===== config.mk =====
export PLATFORM = sky130hd
export DESIGN_NAME = irq_vector_ctrl
export DESIGN_NICKNAME = d
export VERILOG_FILES = /design/src/rtl/irq_vector_ctrl.sv
export SDC_FILE = /design/constraint.sdc
export NUM_CORES = 1
export LEC_CHECK = 0
export BUFFER_PORTS_ARGS = -buffer_cell sky130_fd_sc_hd__buf_2
export CELL_PAD_IN_SITES_DETAIL_PLACEMENT = 0
export CELL_PAD_IN_SITES_GLOBAL_PLACEMENT = 1
export CORE_ASPECT_RATIO = 0.5
export CORE_UTILIZATION = 30
export DETAILED_ROUTE_END_ITERATION = 8
export PLACE_DENSITY = 0.73
export SYNTH_ARGS = -nofsm -noshare
export SYNTH_HDL_FRONTEND = slang
export SYNTH_SLANG_ARGS = --single-unit

===== constraint.sdc =====
create_clock -name clk -period 1.31 [get_ports clk]
set_input_delay 0.1965 -clock clk [delete_from_list [all_inputs] [get_ports clk]]
set_output_delay 0.1965 -clock clk [all_outputs]
set_load 0.03 [all_outputs]

===== src/rtl/irq_vector_ctrl.sv =====
// irq_vector_ctrl: captures eight interrupt request lines into a pending
// register, masks them, and presents the highest-priority unmasked request
// (bit 7 highest) as a registered 3-bit vector over a valid/ack handshake.
// An in-service state blocks further vectors until end-of-interrupt.
module irq_vector_ctrl #(
  parameter bit EDGE_MODE = 1'b1  // 1: rising-edge capture, 0: level capture
) (
  input  logic       clk,
  input  logic       rst,
  input  logic [7:0] irq,
  input  logic [7:0] mask,
  input  logic       en,
  output logic       vec_valid,
  output logic [2:0] vec,
  input  logic       vec_ack,
  input  logic       eoi,
  output logic [7:0] pending,
  output logic       busy
);

  typedef enum logic [1:0] {
    IDLE    = 2'd0,
    PRESENT = 2'd1,
    SERVICE = 2'd2
  } state_t;

  state_t     state_q, state_d;
  logic [7:0] irq_q;
  logic [7:0] set;
  logic [7:0] clr;
  logic [7:0] req;
  logic [7:0] pending_d;
  logic [2:0] enc;
  logic [2:0] vec_d;
  logic       vec_valid_d;
  logic       busy_d;

  // Capture terms and the masked candidate set presented to the encoder.
  always_comb begin
    set = EDGE_MODE ? (irq & ~irq_q) : irq;
    req = pending & ~mask;
  end

  // Priority encoder: ascending scan so the highest set bit is the last to win.
  always_comb begin
    // NOTE: every variable assigned in a combinational block gets a default
    // first, otherwise paths that skip the assignment infer a latch.
    enc = 3'd0;
    for (int i = 0; i < 8; i++) begin
      if (req[i]) enc = 3'(i);
    end
  end

  // Next-state logic: arbitration in IDLE, handshake in PRESENT, hold in SERVICE.
  always_comb begin
    state_d     = state_q;
    vec_d       = vec;
    vec_valid_d = vec_valid;
    busy_d      = busy;
    clr         = 8'h00;
    unique case (state_q)
      IDLE: begin
        vec_valid_d = 1'b0;
        if (en && (req != 8'h00)) begin
          vec_d       = enc;
          vec_valid_d = 1'b1;
          state_d     = PRESENT;
        end
      end
      PRESENT: begin
        // Ack takes precedence over a simultaneous drop of en; the presented
        // vector is never re-arbitrated or withdrawn by a mask change here.
        if (vec_ack) begin
          clr         = 8'h01 << vec;
          vec_valid_d = 1'b0;
          busy_d      = 1'b1;
          state_d     = SERVICE;
        end else if (!en) begin
          vec_valid_d = 1'b0;
          state_d     = IDLE;
        end
      end
      SERVICE: begin
        if (eoi) begin
          busy_d  = 1'b0;
          state_d = IDLE;
        end
      end
      default: begin
        vec_valid_d = 1'b0;
        busy_d      = 1'b0;
        state_d     = IDLE;
      end
    endcase
    // A bit set and cleared in the same cycle stays pending: set applied last.
    pending_d = (pending & ~clr) | set;
  end

  // State and registered outputs; synchronous reset discards everything.
  always_ff @(posedge clk) begin
    // NOTE: sequential state uses non-blocking assignments so every register
    // samples pre-edge values regardless of statement order.
    if (rst) begin
      state_q   <= IDLE;
      irq_q     <= 8'h00;
      pending   <= 8'h00;
      vec       <= 3'd0;
      vec_valid <= 1'b0;
      busy      <= 1'b0;
    end else begin
      state_q   <= state_d;
      irq_q     <= irq;
      pending   <= pending_d;
      vec       <= vec_d;
      vec_valid <= vec_valid_d;
      busy      <= busy_d;
    end
  end

endmodule


# == Word-level counts from Yosys, hierarchy flattened ==
# Index checks and enable logic that the tools add are counted.
# op_classes
eq_ne,6
shifts,1
bitwise_logic,9
n_mux,21
reduce_logical,7
# op_table
op,count
8-bit AND,3
8-bit inverter,3
3-bit 2-to-1 mux,6
8-bit 2-to-1 mux,2
2-bit 2-to-1 mux,4
8-bit OR,1
8-bit nonzero test,1
"1-bit by 3-bit left shift with 8-bit output, first input constant",1
1-bit 2-to-1 mux,6
"2-bit inequality test, second input constant",3
1-bit case mux with 3 select lines,2
2-bit case mux with 3 select lines,1
3-bit AND reduction,2
2-bit AND reduction,2
"3-bit inequality test, second input constant",1
"2-bit by 1-bit == test with 1-bit output, second input constant",1
"2-bit == test, second input constant",1
2-bit zero test,1
1-bit inverter,2
1-bit logical AND,1
# totals
regBits,23
in_bits,21

# == Logic depth before layout (Yosys ltp) ==
# Gate-level depths: netlist of run 1.
# depth
depth_word,9
ltp_mapped,4

# == Worst setup path before layout of run 1 ==
# Ideal clock, no wire load.
# synth_path
path_type,reg2reg
from,reg pending[2]
to,reg vec[0]
required_time_ns,1.214
setup_ns,0.096
path_slack_ns,-0.135
t_arrival_ns,1.350
period_less_slack_ns,1.445
stages_incl_launch_ff,5
cell_sequence,dfxtp_1 -> or2b_1 -> o2111a_1 -> and2_0 -> o41ai_2
# synth_via
elab_chain_cells,7
word_cells_on_any_way,10
classes_between,mux (6); bitwise (1); reduce/logical (3)
# synth_rtl
item,line,text
from (decl),17,"output logic [7:0] pending,"
from (signal assigned),113,pending <= pending_d;
8-bit AND *,41,req = pending & ~mask;
3-bit 2-to-1 mux (6 in a row),50,if (req[i]) enc = 3'(i);
to (signal assigned),114,vec <= vec_d;
to (decl),14,"output logic [2:0] vec,"
# Every way passes the cells marked *; elsewhere a longest branch is shown, timed or not.
# A chain may end at the register's enable or synchronous reset.

# == Final worst setup path of run 1 ==
# layout_path
from,reg state_q[1]
to,reg vec[0]
# layout_via
elab_chain_cells,2
# layout_rtl
item,line,text
from (decl),27,"state_t state_q, state_d;"
from (signal assigned),111,state_q <= state_d;
2-bit zero test,61,unique case (state_q)
2-bit AND reduction (no source line),--,
# No other way between the ends.

==> implementation parameters, run 1 <==
Parameter                              Value

Critical path
  Capturing element type of the critical path    flip-flop
  Setup Crit Path Kind    flip-flop to flip-flop
  Largest fanout on the critical path    5
  Startpoint kind of the worst setup timing path    flip-flop
  Critical path data required time    1470 ps
  CP arrival    1470 ps
  Reg-to-reg setup timing slack    0.6 ps

Global routing
  Global-route congestion overflow total    0
  Antenna violations before repair    0
  Vias in the first global route    824
  Global-route wire length before repair    3710 um
  Largest net degree at the start of global routing    14
  Total track usage    a little over an eighth

Layout
  Share of post-route cells with drive strength above 1    44.2%
  Net count reported at finish    169
  Leading cell types in the layout, fill and taps excluded    buf_2, dfxtp_1, a21oi_1
  Number of non-filler instances in the completed layout    187
  Synth-to-Final Area Change    36.8%
  Fill cells    319
  Inserted Diodes    0
  Commonest non-fill, non-tap cell in the layout    buf_2

CTS
  Number of buffers inserted during clock tree synthesis    3
  Number of sinks on the clock net    23
  Clock transition at the register clock pins on the worst setup and hold paths after CTS    80 ps
  TritonCTS clock tree    done
  Number of levels in the clock H-tree    1
  CTS max path bufs    2
  Buffer type at the clock tree root    clkbuf_8
  Clock latency on the worst-skew pair    270 ps

STA
  Worst slack on hold paths    150 ps
  Worst Tran Pin Value    379 ps
  Time the worst path needs with I/O delays and setup    1310 ps
  Final WS setup    0.568 ps
  Hold Fails Final Rpt    0
  Achievable Freq    764 MHz
  Worst-case headroom to the max-slew limit    roughly three quarters
  Final worst path period share    100%
  Accumulated negative setup slack    0 ps
  Number of pins exceeding their max-slew limit in the final report    0
  Largest clock skew in the final design    2.17 ps
  RSZ-0062 raised after global routing    yes
  Number of endpoints failing setup at the final stage    0

Placement
  Post-placement cell count    180
  Quantity of I/O buffers inserted on ports    33
  Setup Slack @ Placement    -22.7 ps
  Gp weighted congestion    0.762
  Post-DP HPWL    1650 um

Synth
  Cell area after synthesis    988 um^2
  Synth area leaders    dfxtp_1, nor2b_1, nand2b_1, a21oi_1, o21ai_0
  Number of nets in the synthesized netlist    about 130
  Sequential element share of the synthesized area    46.6%
  EDFF count, synth    0
  Share of synthesized flip-flops with an asynchronous set or reset    0%
  Post-synthesis cell type with the largest combined area    dfxtp_1
  Synth Warn #    0
  Synthesized netlist cell count    104
  Number of library cell types mapped by synthesis    28
  Area share of the largest cell type after synthesis    46.6%
  Avg Synthesized Cell Area    9.50 um^2
  Predominant post-synthesis flop cell    dfxtp_1
  Register bit count reported by yosys    23

Floorplan
  Die Span X    83.2 um
  Count of boundary I/O pins    34
  Floorplan die area    0.00354 mm^2
  Number of rows in the core area    14
  Starting utilization of the core area    32.2%
  Vertical die dimension    42.6 um
  Core footprint    0.00307 mm^2

Detailed routing
  Drt initial violations    24
  Via count    between 800 and 900
  Average routed wire per standard cell    12.1 um
  Number of detailed-routing iterations run before antenna repair    4
  Sum of routed wire segments on met1    1130 um
  Highest metal layer used by the detailed router    met4
  Final wirelength    2260 um
  Post-route DRC violation count    0
  Count of nets left with antenna violations after detail routing    0
  Via/cell ratio    4.75
  Routed wl met3    80 um
  Wire length on met2    between 1000 and 1500 um

Power and ir drop
  Tot Pwr    1.59 mW
  Power density of the placed cells    1170 mW/mm^2
  Static Leakage    approximately 0.60 nW
  Worst IR Drop VDD    just under 400 uV

Run
  Maximum Capacitance Violations    0

Status
  Status    complete, no violations

Min path
  Path class of the lowest-slack min-delay path    input pin to flip-flop
==> power by group <==
group / switching, mW / leakage [nW] / total [mW] / internal [mW]
combinational: 0.189 / 0.377 / 0.347 / 0.159
sequential: 0.0449 / 0.193 / 0.797 / 0.752
clock: 0.231 / 0.0255 / 0.443 / 0.212
total: 0.464 / 0.596 / 1.59 / 1.12
==> flip-flops by register name (all words and copies together), names as in the netlist <==
name	count
busy	1
irq_q	8
pending	8
state_q	2
vec	3
vec_valid	1
==> cell families (layout without fill, tap and decap cells) <==
group,count (synthesis),after routing,synth area share [%]
flops,23,23,46.6
simple gates,44,44,29.4
buf+inv,4,47,1.52
compound gates,32,32,21.5
mux,1,1,1.01
==> synth_stat cells (all sizes together), types with 2 or more instances <==
master	instances
inv	2
a21oi	13
nor2b	14
clkbuf	2
dfxtp	23
o31ai	3
o21ai	8
nand2b	12
nand2	4
a211oi	2
nor2	4
==> worst paths after layout <==
check | endpoint | startpoint | cells after the start
setup / recovery | vec[0] | state_q[1] | 4
hold / removal | irq_q[6] | irq[6] | 2
setup reg to reg | vec[0] | state_q[1] | 4
hold reg to reg | pending[2] | irq_q[2] | 2
==> timing repair <==
item | CTS | global route
endpoints found under the setup margin | 3 | 8
setup buffers | 3 | 0
endpoints found under the hold margin | 0 | 0
pin swaps | 3 | 1
gates resized for setup | 3 | 5
hold buffers | 0 | 0
==> routing by layer <==
layer	global-route usage (%)	vias up
met5	0	-
met4	3.10	0
met3	4.53	2
met2	22.1	15
met1	17.0	418
li1	-	453
==> worst max-delay path, cell delays in order (launching register included) <==
cell	delay [ps]
dfxtp_2	350
or3b_4	410
and3_4	190
a41oi_2	160
o41ai_2	90
==> cell type report <==
cell class	count	area [um^2]	area share [%]
Multi-Input combinational cell	77	549	40.6
Sequential cell	23	474	35.1
Timing Repair Buffer	41	225	16.7
Tap cell	40	50.0	3.70
Clock buffer	3	41.3	3.05
Inverter	2	7.51	0.555
Clock inverter	1	5.00	0.370
==> stage by stage <==
stage / instance area (um^2) / util [%]
6_report: 1350 / 44.1
5_1_grt: 1350 / 44.1
4_1_cts: 1340 / 43.8
2_1_floorplan: 1020 / -
3_5_place_dp: 1260 / 41.3
3_3_place_gp: 1260 / 41.3
No activity file was read; power rests on OpenSTA's default activity.
==> inputs of run 2 (changes only) <==
--- a/config.mk
+++ b/config.mk
@@ -9,9 +9,11 @@
 export CELL_PAD_IN_SITES_DETAIL_PLACEMENT = 0
 export CELL_PAD_IN_SITES_GLOBAL_PLACEMENT = 1
 export CORE_ASPECT_RATIO = 0.5
-export CORE_UTILIZATION = 30
+export CORE_UTILIZATION = 32
 export DETAILED_ROUTE_END_ITERATION = 8
-export PLACE_DENSITY = 0.73
+export PLACE_DENSITY = 0.77
+export RECOVER_POWER = 100
+export SLEW_MARGIN = 0
 export SYNTH_ARGS = -nofsm -noshare
 export SYNTH_HDL_FRONTEND = slang
 export SYNTH_SLANG_ARGS = --single-unit
==> implementation parameters, run 2 (synthesis results as in run 1) <==
Parameter                              Value

Status
  Status    finished with violations
  Failing checks    setup timing

Detailed routing
  Average routed wire per standard cell    12.3 um (+2.0%)
  Via/cell ratio    4.74 (-0.11%)
  Number of detailed-routing iterations run before antenna repair    4 (unchanged)
  Final wirelength    2310 um (+2.0%)
  Via count    887 (-0.11%)
  Count of nets left with antenna violations after detail routing    0 (unchanged)
  Post-route DRC violation count    0 (unchanged)
  Drt initial violations    16 (-33%)

Critical path
  Cell with the biggest individual delay on the critical path    or3b_4
  Reg-to-reg setup timing slack    -50 ps (-50 ps)
  Capturing element type of the critical path    flip-flop
  Stage delay of the slowest cell on the critical path    420 ps (about the same)
  Critical path data required time    1450 ps (-20 ps)
  Cell family with the largest share of critical-path delay    simple AND/OR/NAND/NOR gates
  Worst reg2reg path startpoint    state_q[0]
  Path depth of the worst reg2reg path    4 (unchanged)
  Cell-by-cell trace of the critical path    or3b_4, and3_4, a41oi_2, o41ai_2
  R2R Path End    vec[0]
  Startpoint kind of the worst setup timing path    flip-flop
  CP arrival    1490 ps (+20 ps)
  Setup Crit Path Kind    flip-flop to flip-flop
  CP Buf/Inv Count    0 (unchanged)
  Largest fanout on the critical path    4 (-1)

Layout
  Leading cell types in the layout, fill and taps excluded    buf_2, dfxtp_1, clkbuf_1
  Top Registers    irq_q (8), pending (8), vec (3)
  Commonest non-fill, non-tap cell in the layout    buf_2
  Synth-to-Final Area Change    37.2%
  Inserted Diodes    0 (unchanged)
  Final Cell Area    0.00136 mm^2 (+0.28%)
  Share of post-route cells with drive strength above 1    36.7% (-7.6 points)
  Net count reported at finish    172 (+1.8%)

STA
  Time the worst path needs with I/O delays and setup    1360 ps (+45.7 ps)
  Worst Tran Pin Value    528 ps (+149 ps)
  Largest clock skew in the final design    3.42 ps (+1.24 ps)
  Number of pins exceeding their max-slew limit in the final report    0 (unchanged)
  RSZ-0062 raised after global routing    yes
  Hold Fails Final Rpt    0 (unchanged)
  Achievable Freq    738 MHz (-3.4%)
  Accumulated negative setup slack    -45.1 ps (-45.1 ps)
  Worst-case headroom to the max-slew limit    64.8% (-9.6 points)
  Final worst path period share    103% (+3.5 points)
  Final WS setup    -45.1 ps (-45.7 ps)
  Number of endpoints failing setup at the final stage    1 (+1)

Run
  Maximum Capacitance Violations    0 (unchanged)

Global routing
  Global-route congestion overflow total    0 (unchanged)
  Total track usage    15.9% (+2.5 points)
  Largest net degree at the start of global routing    14 (unchanged)
  Global-route wire length before repair    3630 um (-2.2%)
  Antenna violations before repair    0 (unchanged)
  Vias in the first global route    785 (-4.7%)

Placement
  Post-DP Area    0.00126 mm^2 (-0.30%)
  Quantity of I/O buffers inserted on ports    33 (unchanged)
  Post-DP HPWL    1690 um (+2.1%)
  Gp weighted congestion    0.769 (+1.0%)

Floorplan
  Floorplan die area    0.00333 mm^2 (-6.0%)
  Starting utilization of the core area    35.7% (+3.5 points)
  Vertical die dimension    41.3 um (-3.0%)
  Die Span X    80.6 um (-3.1%)
  Number of rows in the core area    13 (-1)
  Core footprint    0.00277 mm^2 (-9.8%)
  Count of boundary I/O pins    34 (unchanged)

Min path
  Start point of the worst hold path    irq[7]
  Worst Hold Path Cells    2 (unchanged)
  Path class of the lowest-slack min-delay path    input pin to flip-flop
  Endpoint of the worst hold-timing path    irq_q[7]

CTS
  Number of levels in the clock H-tree    1 (unchanged)
  CTS max path bufs    2 (unchanged)
  TritonCTS clock tree    done
  # hold bufs at CTS    0 (unchanged)
  Buffer type at the clock tree root    clkbuf_8
  Number of sinks on the clock net    23 (unchanged)
  Clock latency on the worst-skew pair    270 ps (about the same)
  Number of buffers inserted during clock tree synthesis    3 (unchanged)
  Clock transition at the register clock pins on the worst setup and hold paths after CTS    80 ps (about the same)

Power and ir drop
  Static Leakage    0.563 nW (-5.5%)
  Power density of the placed cells    1180 mW/mm^2 (+0.37%)
  Tot Pwr    1.60 mW (+0.65%)
  Worst IR Drop VDD    461 uV (+17%)
==> run 2: changes by cell type in the layout (fill, tap and decap cells not counted), moves of 2 or more <==
cell	previous run	this run
buf_2	33	19
clkbuf_1	0	13
clkbuf_2	0	4
o31ai_1	1	3
o31ai_2	2	0
==> run 2: through the flow <==
stage / utilization (%) / std cells / setup slack, ps / hold slack [ps]
after floorplan: - / 104 / 2.13 / 300
after global placement: 45.6 / 177 / 24.1 / 419
after detailed placement: 45.6 / 177 / -3.61 / 428
after CTS: 49.0 / 185 / -8.76 / 146
after global routing: 49.0 / 187 / -93.1 / 152
final: 49.0 / 187 / -45.1 / 150
==> run 2: worst max-delay path by stage <==
| stage | start | to | slack [ps] | cells past startpoint |
|---|---|---|---|---|
| 2_1_floorplan | pending[7] | state_q[0] | 2 | 4 |
| 3_3_place_gp | pending[2] | vec[0] | 20 | 4 |
| 3_5_place_dp | pending[7] | state_q[0] | -4 | 4 |
| 4_1_cts | state_q[1] | vec[0] | -9 | 4 |
| 5_1_grt | pending[4] | vec[1] | -90 | 4 |
| 6_report | state_q[0] | vec[0] | -50 | 4 |
==> run 2: worst reg2reg max path, delay by kind of cell, from the launching register on <==
family           cells  cell delay (ps)
AO/OA/AOI/OAI        2              280
AND/OR/NAND/NOR      2              610
flip-flops           1              330
==> run 2: area by class of cell <==
class	instances	area (um^2)
Tap cell	37	46.3
Clock buffer	3	41.3
Timing Repair Buffer	44	228
Clock inverter	1	5.00
Multi-Input combinational cell	77	554
Fill cell	285	1410
Inverter	2	7.51
Sequential cell	23	474
==> run 2: timing repair <==
item	in CTS	in global routing
setup endpoints to repair	3	8
gates cloned	0	0
buffers inserted	4	2
pin swaps	3	5
resized for setup	6	5
==> run 2: power by group <==
| part | switching, mW | internal, mW |
|---|---|---|
| Sequential | 0.0399 | 0.752 |
| Combinational | 0.201 | 0.161 |
| Clock | 0.232 | 0.213 |
| Total | 0.472 | 1.13 |
==> run 2: metal layers <==
| layer | global-route usage (%) | routed length [um] | up-vias |
|---|---|---|---|
| met2 | 26.9 | 1030 | 23 |
| li1 | - | - | 462 |
| met1 | 19.7 | 1120 | 400 |
| met3 | 5.22 | 150 | 2 |
| met4 | 5.36 | 8 | 0 |
| met5 | 0 | 0 | - |
